==> src/rtl/id_ex_stage_pkg.sv <==
// id_ex_stage_pkg
//   Shared constants and types for the ID/EX pipeline stage:
//   register-zero encoding, ALU operation classes, the registered
//   control bundle and a small write-back match helper.
package id_ex_stage_pkg;

    localparam int         REG_ADDR_W = 5;
    localparam int         ALU_OP_W   = 3;
    localparam logic [4:0] REG_ZERO   = 5'd0;

    // ALU operation classes produced by decode. ADD is the all-zero code,
    // so a bubble's ALU op decodes as a harmless add.
    localparam logic [ALU_OP_W-1:0] ALU_OP_ADD   = 3'd0;
    localparam logic [ALU_OP_W-1:0] ALU_OP_SUB   = 3'd1;
    localparam logic [ALU_OP_W-1:0] ALU_OP_RTYPE = 3'd2;
    localparam logic [ALU_OP_W-1:0] ALU_OP_AND   = 3'd3;
    localparam logic [ALU_OP_W-1:0] ALU_OP_OR    = 3'd4;
    localparam logic [ALU_OP_W-1:0] ALU_OP_SLT   = 3'd5;

    // Control bundle held in the ID/EX register.
    typedef struct packed {
        logic                regWrite;
        logic                memRead;
        logic                memWrite;
        logic                memtoReg;
        logic                aluSrc;
        logic [ALU_OP_W-1:0] aluOp;
        logic                valid;
    } exCtrlT;

    localparam int CTRL_W = $bits(exCtrlT);

    // True when the write-back stage is writing srcReg this cycle.
    // Register zero is hard-wired, so a write to it is never forwarded.
    function automatic logic wbHits(input logic                  wbRegWrite,
                                    input logic [REG_ADDR_W-1:0] wbReg,
                                    input logic [REG_ADDR_W-1:0] srcReg);
        return wbRegWrite && (wbReg != REG_ZERO) && (wbReg == srcReg);
    endfunction

endpackage

==> src/rtl/id_ex_hazard_bypass.sv <==
// id_ex_hazard_bypass
//   Combinational helper for the ID/EX stage.
//   Ports:
//     exMemRead, exValid, exWriteRegister : instruction currently in EX
//     idValid, rs, rt                     : instruction currently in ID
//     readData1, readData2                : register file read data
//     wbRegWrite, wbWriteRegister,
//     wbWriteData                         : write-back port this cycle
//     stall                               : load-use hazard detected
//     d1, d2                              : operands after write-back bypass
module id_ex_hazard_bypass
    import id_ex_stage_pkg::*;
#(
    parameter int DATA_WIDTH = 32
) (
    input  logic                  exMemRead,
    input  logic                  exValid,
    input  logic [REG_ADDR_W-1:0] exWriteRegister,
    input  logic                  idValid,
    input  logic [REG_ADDR_W-1:0] rs,
    input  logic [REG_ADDR_W-1:0] rt,
    input  logic [DATA_WIDTH-1:0] readData1,
    input  logic [DATA_WIDTH-1:0] readData2,
    input  logic                  wbRegWrite,
    input  logic [REG_ADDR_W-1:0] wbWriteRegister,
    input  logic [DATA_WIDTH-1:0] wbWriteData,
    output logic                  stall,
    output logic [DATA_WIDTH-1:0] d1,
    output logic [DATA_WIDTH-1:0] d2
);

    logic exDestMatches;

    // rt is compared even for I-type instructions, where it is a
    // destination rather than a source; the occasional extra stall is
    // cheaper than decoding the instruction format here.
    assign exDestMatches = (exWriteRegister == rs) || (exWriteRegister == rt);

    assign stall = exMemRead && exValid && idValid &&
                   (exWriteRegister != REG_ZERO) && exDestMatches;

    // The register file reads before it is written in the same cycle, so
    // the value being written back has to be forwarded into the operands.
    assign d1 = wbHits(wbRegWrite, wbWriteRegister, rs) ? wbWriteData : readData1;
    assign d2 = wbHits(wbRegWrite, wbWriteRegister, rt) ? wbWriteData : readData2;

endmodule

==> src/rtl/id_ex_stage.sv <==
// id_ex_stage
//   ID/EX pipeline register with write-back bypass, load-use stall
//   detection and a saturating stall-cycle counter.
//   Ports:
//     clk, reset (async, active-low)
//     ReadData1_i/ReadData2_i, Rs_i/Rt_i/Rd_i, Imm_i, PC4_i : ID operands
//     RegWrite_i..RegDst_i, ALUOp_i, ID_Valid_i            : ID decode control
//     Flush_i                                              : kill the instruction entering EX
//     WB_RegWrite_i, WB_WriteRegister_i, WB_WriteData_i    : write-back port
//     Stall_o                                              : hold PC and IF/ID (combinational)
//     EX_*                                                 : registered ID/EX contents
//     StallCount_o                                         : saturating stall-cycle count
//
//   Flow control: EX_Valid_o qualifies every EX_* data and register-number
//   output; when it is 0 those outputs are don't-care and the control
//   outputs read as a bubble (or as presented when ID had no instruction).
//   Stall_o is the only backpressure: while it is 1 the ID instruction is
//   not consumed and must be re-presented unchanged on the next cycle.
module id_ex_stage
    import id_ex_stage_pkg::*;
#(
    parameter int DATA_WIDTH = 32,
    parameter int CNT_WIDTH  = 16
) (
    input  logic                  clk,
    input  logic                  reset,
    input  logic [DATA_WIDTH-1:0] ReadData1_i,
    input  logic [DATA_WIDTH-1:0] ReadData2_i,
    input  logic [REG_ADDR_W-1:0] Rs_i,
    input  logic [REG_ADDR_W-1:0] Rt_i,
    input  logic [REG_ADDR_W-1:0] Rd_i,
    input  logic [DATA_WIDTH-1:0] Imm_i,
    input  logic [DATA_WIDTH-1:0] PC4_i,
    input  logic                  RegWrite_i,
    input  logic                  MemRead_i,
    input  logic                  MemWrite_i,
    input  logic                  MemtoReg_i,
    input  logic                  ALUSrc_i,
    input  logic                  RegDst_i,
    input  logic [ALU_OP_W-1:0]   ALUOp_i,
    input  logic                  ID_Valid_i,
    input  logic                  Flush_i,
    input  logic                  WB_RegWrite_i,
    input  logic [REG_ADDR_W-1:0] WB_WriteRegister_i,
    input  logic [DATA_WIDTH-1:0] WB_WriteData_i,
    output logic                  Stall_o,
    output logic [DATA_WIDTH-1:0] EX_ReadData1_o,
    output logic [DATA_WIDTH-1:0] EX_ReadData2_o,
    output logic [DATA_WIDTH-1:0] EX_Imm_o,
    output logic [DATA_WIDTH-1:0] EX_PC4_o,
    output logic [REG_ADDR_W-1:0] EX_Rs_o,
    output logic [REG_ADDR_W-1:0] EX_Rt_o,
    output logic [REG_ADDR_W-1:0] EX_WriteRegister_o,
    output logic                  EX_RegWrite_o,
    output logic                  EX_MemRead_o,
    output logic                  EX_MemWrite_o,
    output logic                  EX_MemtoReg_o,
    output logic                  EX_ALUSrc_o,
    output logic [ALU_OP_W-1:0]   EX_ALUOp_o,
    output logic                  EX_Valid_o,
    output logic [CNT_WIDTH-1:0]  StallCount_o
);

    localparam logic [CNT_WIDTH-1:0] CNT_ONE = CNT_WIDTH'(1);

    exCtrlT                exCtrl;
    logic [DATA_WIDTH-1:0] exData1, exData2, exImm, exPc4;
    logic [REG_ADDR_W-1:0] exRs, exRt, exWriteRegister;
    logic [CNT_WIDTH-1:0]  stallCount;

    logic                  stall;
    logic [DATA_WIDTH-1:0] d1, d2;

    id_ex_hazard_bypass #(
        .DATA_WIDTH (DATA_WIDTH)
    ) u_hazardBypass (
        .exMemRead       (exCtrl.memRead),
        .exValid         (exCtrl.valid),
        .exWriteRegister (exWriteRegister),
        .idValid         (ID_Valid_i),
        .rs              (Rs_i),
        .rt              (Rt_i),
        .readData1       (ReadData1_i),
        .readData2       (ReadData2_i),
        .wbRegWrite      (WB_RegWrite_i),
        .wbWriteRegister (WB_WriteRegister_i),
        .wbWriteData     (WB_WriteData_i),
        .stall           (stall),
        .d1              (d1),
        .d2              (d2)
    );

    // Control bundle: a bubble clears every control bit. Flush is checked
    // first only for clarity; both flush and stall produce the same bubble.
    always_ff @(posedge clk or negedge reset) begin
        if (!reset) begin
            exCtrl <= '0;
        end else if (Flush_i || stall) begin
            exCtrl <= '0;
        end else begin
            exCtrl <= '{regWrite: RegWrite_i, memRead: MemRead_i,
                        memWrite: MemWrite_i, memtoReg: MemtoReg_i,
                        aluSrc: ALUSrc_i, aluOp: ALUOp_i, valid: ID_Valid_i};
        end
    end

    // Operands and register numbers hold through a bubble; they are only
    // meaningful while the control bundle is valid.
    always_ff @(posedge clk or negedge reset) begin
        if (!reset) begin
            exData1         <= '0;
            exData2         <= '0;
            exImm           <= '0;
            exPc4           <= '0;
            exRs            <= '0;
            exRt            <= '0;
            exWriteRegister <= '0;
        end else if (!(Flush_i || stall)) begin
            exData1         <= d1;
            exData2         <= d2;
            exImm           <= Imm_i;
            exPc4           <= PC4_i;
            exRs            <= Rs_i;
            exRt            <= Rt_i;
            exWriteRegister <= RegDst_i ? Rd_i : Rt_i;
        end
    end

    // Counts every stalled edge, including ones where a flush also fires.
    always_ff @(posedge clk or negedge reset) begin
        if (!reset) begin
            stallCount <= '0;
        end else if (stall && (stallCount != '1)) begin
            stallCount <= stallCount + CNT_ONE;
        end
    end

    assign Stall_o            = stall;
    assign EX_ReadData1_o     = exData1;
    assign EX_ReadData2_o     = exData2;
    assign EX_Imm_o           = exImm;
    assign EX_PC4_o           = exPc4;
    assign EX_Rs_o            = exRs;
    assign EX_Rt_o            = exRt;
    assign EX_WriteRegister_o = exWriteRegister;
    assign EX_RegWrite_o      = exCtrl.regWrite;
    assign EX_MemRead_o       = exCtrl.memRead;
    assign EX_MemWrite_o      = exCtrl.memWrite;
    assign EX_MemtoReg_o      = exCtrl.memtoReg;
    assign EX_ALUSrc_o        = exCtrl.aluSrc;
    assign EX_ALUOp_o         = exCtrl.aluOp;
    assign EX_Valid_o         = exCtrl.valid;
    assign StallCount_o       = stallCount;

endmodule

==> config.mk <==
export PLATFORM = sky130hd
export DESIGN_NAME = id_ex_stage
export DESIGN_NICKNAME = d
export VERILOG_FILES = /design/src/rtl/id_ex_stage_pkg.sv /design/src/rtl/id_ex_hazard_bypass.sv /design/src/rtl/id_ex_stage.sv
export SDC_FILE = /design/constraint.sdc
export NUM_CORES = 1
export LEC_CHECK = 0
export ABC_AREA = 1
export CAP_MARGIN = 15
export CORE_MARGIN = 8
export CORE_UTILIZATION = 38
export CTS_CLUSTER_SIZE = 14
export DETAILED_ROUTE_END_ITERATION = 7
export PLACE_DENSITY_LB_ADDON = 0.15
export SYNTH_ARGS = -nofsm -noshare
export SYNTH_HDL_FRONTEND = slang
export SYNTH_SLANG_ARGS = --single-unit
==> constraint.sdc <==
create_clock -name clk -period 2.1 [get_ports clk]
set_input_delay 0.63 -clock clk [delete_from_list [all_inputs] [get_ports clk]]
set_output_delay 0.63 -clock clk [all_outputs]
set_load 0.01 [all_outputs]
# [Word-level counts from Yosys, hierarchy flattened]
# Index checks and enable logic that the tools add are counted.
[word_totals] register_bits=168 input_bits=194 output_inout_bits=169
[classes] n_addsub=1 eq_ne=5 mux=4 reduce_logical=12
[op_table] operator="$mux W32" n=2
[op_table] operator="$eq A5 B5 Y1" n=4
[op_table] operator="$add A16 B1 Y16 const B" n=1
[op_table] operator="$ne A16 B16 Y1 const B" n=1
[op_table] operator="$reduce_bool A5 Y1" n=2
[op_table] operator="$mux W9" n=1
[op_table] operator="$logic_and A1 B1 Y1" n=8
[op_table] operator="$mux W5" n=1
[op_table] operator="$logic_or A1 B1 Y1" n=2

# [Depth between registers and ports, before layout]
[logic_depth] depth_word=6 mapped_depth=12

# [Hierarchy]
# A second synthesis with hierarchy kept.
[hier_totals] cells_unflattened=1078 area_unflattened_um2=8085.3
[by_module_without_submodules] module="id_ex_stage" instances=1 cells_per_inst=797 area_each_um2=6745.2 seq_area_each_um2=4204.0
[by_module_without_submodules] module="id_ex_hazard_bypass" instances=1 cells_per_inst=281 area_each_um2=1340.0 seq_area_each_um2=0.0

# [Least setup slack after synthesis]
# No wires, ideal clock.
[synth_timing] path_type="input to output" startpoint="input port Rt_i[0]" endpoint="output port Stall_o" t_arrival_ns=1.523 required_ns=1.470 setup_slack_ns=-0.053 path_stages=9 cell_sequence="nand2_1 clkinv_1 nor2_1 nor2_1 nand3_1 nand2_1 nand2_2 clkbuf_1 inv_1"
[synth_via] elab_chain_len=3
[synth_lines] item="start: declaration" line="id_ex_stage.sv:30" source="input logic [REG_ADDR_W-1:0] Rt_i,"
[synth_lines] item="$eq A5 B5 Y1" line="id_ex_hazard_bypass.sv:37" source="assign exDestMatches = (exWriteRegister == rs) || (exWriteRegister == rt);"
[synth_lines] item="$logic_or A1 B1 Y1" line="id_ex_hazard_bypass.sv:37"
[synth_lines] item="$logic_and A1 B1 Y1" line="id_ex_hazard_bypass.sv:40" source="(exWriteRegister != REG_ZERO) && exDestMatches;"
[synth_lines] item="end: declaration" line="id_ex_stage.sv:46" source="output logic Stall_o,"
# Every way passes these cells.

# [Worst setup path in the final report]
[layout_timing] startpoint="register exWriteRegister[3], in the netlist EX_WriteRegister_o[3]" endpoint="output port Stall_o"
[layout_via] elab_chain_len=3 word_cells_on_any_way=6 classes_between="eq/ne (2); reduce/logical (4)"
[layout_lines] item="start: declaration" line="id_ex_stage.sv:68" source="logic [REG_ADDR_W-1:0] exRs, exRt, exWriteRegister;"
[layout_lines] item="start signal: assignment" line="id_ex_stage.sv:125" source="exWriteRegister <= RegDst_i ? Rd_i : Rt_i;"
[layout_lines] item="$eq A5 B5 Y1 / $reduce_bool A5 Y1 (equally long branches)" line="id_ex_hazard_bypass.sv:37, id_ex_hazard_bypass.sv:40"
[layout_lines] item="$logic_or A1 B1 Y1 / $logic_and A1 B1 Y1 (equally long branches)" line="id_ex_hazard_bypass.sv:37, id_ex_hazard_bypass.sv:39"
[layout_lines] item="$logic_and A1 B1 Y1 (*)" line="id_ex_hazard_bypass.sv:40"
# Mark *: on every way between the ends. The rest lies on a longest branch, timed or not.

==> results.cfg <==
[synthesis]
ys_seq_area_frac = 0.521
synth_edf_count = 0
syn_inst = 1065
synth_top_area_share = 0.521
yosys-top-cells-count = 565 x nand2_1, 168 x dfrtp_1, 122 x nand3_1
synth_largest_area_cell = dfrtp_1
synth.distinct_cells = 24
synth-main-ff-cell = dfrtp_1
yosysMostFrequentCell = nand2_1
syn_avg_cell_area_um2 = 7.58
ys_warn_count = 0
synth.net_count = 1260
synth.area.top_cells = dfrtp_1 52%, nand2_1 26%, nand3_1 7.6%, nand4_1 2.6%, buf_2 1.6%
syn_area_mm2 = 0.00807
ys_ff_latch = 168
async_flop_share = 1.00

[grt]
grt_max_degree = 51
antenna_found_initial = 1
grt_pass1_wl_mm = 47.3
gr-total-overflow = 0
grtUsageTotal = 0.228
grt_pass1_vias = 8605

[sta]
timing.final.ws_setup_ps = -98.0
finalSetupViolCount = 7
grt_setup_unrepaired = true
skew_ps = 10.5
max_slew.worst_pin.slew_ps = 444
hold_ws_ps = 70.6
period_share = 1.05
fmax_mhz = 455
drv_slew = 0
period_needed_ps = 2200
relSlewSlack = 0.704
hold_viol = 0

[clocking]
htreeDepth = 4
clk_pin_slew_ps = 70
cts_tree = yes
clockBufferDepth = 2
clkLatencyLatePin_ps = 430
cts_sinks = 168
root_buffer = clkbuf_16
numCtsBuffers = 17

[floorplanning]
core_mm2 = 0.0210
io_pins = 363
rows = 53
die_h_um = 162
floorplan.die_area_mm2 = 0.0262
start_util = 0.385
die_w_um = 162

[setup_path]
cp.arrival_ps = 1570
slowest_delay_ps = 430
path_buf_inv = 5
cp_cell_sequence = inv_2, buf_6, nand4_1, o21ai_1, inv_1, nand2_2, inv_2, buf_6
crit_path_max_fanout = 4
crit_path_top_delay_cell = dfrtp_1
cp-start-kind = flip-flop
critPathKind = reg -> out
cp_data_required_time_ps = 1470
critPathTopFamily = flip-flops
crit_path_end_kind = output pin

[power_and_ir_drop]
p_leak_nw = 6.56
power.density_mw_per_mm2 = 669
vdd_drop_max_mv = 0.505

[route]
wire_per_inst_um = 17.5
drt_wl_total_mm = 30.4
postRouteAntennaNets = 0
drt_iter0_drc = 522
viasPerCell = 4.83
dr.pass1.iters = 5
drc = 0
via_count = 8417

[finish]
fin_util = 0.631
final_net_count = 1649
syn_to_final_growth_pct = 64.0
drive_gt1_frac = 0.0934

[placed_design]
io_buffers = 362
place_ws_ps = -929
gp_congestion = 0.847
dp_hpwl_mm = 22.4

[run]
drv_cap = 0

[worst_hold_path]
hp-class = in -> async

[run_status]
status = finished, violations left
violations = setup timing
report_power, final:
| group | switching, W | leakage, nW | internal [W] | total (W) |
|---|---|---|---|---|
| registers | 0.000167 | 2.07 | 0.00351 | 0.00367 |
| logic | 0.000924 | 4.22 | 0.00112 | 0.00205 |
| clock network | 0.00144 | 0.281 | 0.00169 | 0.00313 |
cell families (layout without fill, tap and decap cells):
family                     after synthesis  count (layout)  share of synthesized area
muxes                                    2               2                    0.00279
DFF                                    168             168                      0.521
adders and majority gates                1               1                    0.00155
AOI/OAI and AO/OA                        9               9                    0.00605
xor gates and xnor gates                25              25                     0.0271
buffers and inverters                   98             500                     0.0541
and+or+nand+nor                        762             762                      0.387
other                                    0               1                          0
layout by cell type (no fill, tap or decap), types with 3 or more instances in the layout:
cell and instances:
nand2_1 561, dlygate4sd2_1 16, xor2_1 12, nor2_1 27, clkdlybuf4s50_1 342, inv_6 6, nand3_1 121, inv_1 26
inv_2 7, buf_12 23, nor3_1 4, xnor2_1 13, o21ai_0 7, inv_8 4, buf_6 4, dfrtp_1 158
buf_4 44, nor2_2 5, dfrtp_2 10, clkbuf_16 17, nand2_4 3, nand2_2 3, nand4_1 34
registers in the layout, indices dropped and copies added (netlist names), 3 cells and up:
register and count:
EX_PC4_o 32, EX_Rs_o 5, EX_ReadData2_o 32, EX_WriteRegister_o 5, EX_ReadData1_o 32, EX_ALUOp_o 3
EX_Rt_o 5, EX_Imm_o 32, StallCount_o 16
through the flow:
| stage | instance area (um^2) | TNS [ps] | power (W) | std cells |
|---|---|---|---|---|
| final | 13200 | -119 | 0.00885 | 1743 |
| after global routing | 13200 | -23160 | 0.00927 | 1743 |
| after CTS | 13200 | -124 | 0.00896 | 1741 |
| after detailed placement | 12400 | -97670 | 0.00576 | 1699 |
| after global placement | 12400 | -95570 | 0.00574 | 1699 |
| after floorplan | 8070 | 0 | 0.00439 | 1065 |
layer usage:
layer | track usage | vias up | routed length [um]
li1 | - | 4128 | -
met1 | 0.271 | 3904 | 12000
met4 | 0.0800 | 0 | 907
met5 | 0 | - | 0
met2 | 0.382 | 333 | 14800
met3 | 0.0759 | 52 | 2730
layout make-up:
cell class	count	area [um^2]
fillers	1910	7720
diodes	1	2.50
repair buffers	433	4480
clock inverters	14	151
inverters	35	131
multi-input cells	799	3480
well taps	275	344
clock buffers	18	429
flip-flops and latches	168	4220
final timing paths:
check                                      start                  to  slack, ps  depth (start not counted)
min in group clk                     EX_PC4_o[6]         EX_PC4_o[6]        470                          2
max                        EX_WriteRegister_o[3]             Stall_o       -100                          8
max reg2reg                EX_WriteRegister_o[3]  EX_ReadData1_o[20]        -10                         11
min                                        reset     StallCount_o[6]         70                          1
max in group asynchronous                  reset  EX_ReadData2_o[19]       1450                          2
min reg2reg                          EX_PC4_o[6]         EX_PC4_o[6]        470                          2
worst reg2reg max path: cells and delay by family (launching register included):
family	cells	cell delay [ps]
AO/OA/AOI/OAI	1	130
buffers and inverters	5	900
flip-flops	1	430
AND/OR/NAND/NOR	5	540
repair_timing:
| action | in CTS | in global routing |
|---|---|---|
| gates cloned | 3 | 0 |
| endpoints found under the hold margin | 0 | 0 |
| resized for setup | 48 | 12 |
| setup endpoints to repair | 161 | 173 |
| pin swaps | 4 | 2 |
| buffers inserted | 8 | 3 |
| hold buffers | 0 | 0 |
Power figures use the tool's default switching activity.
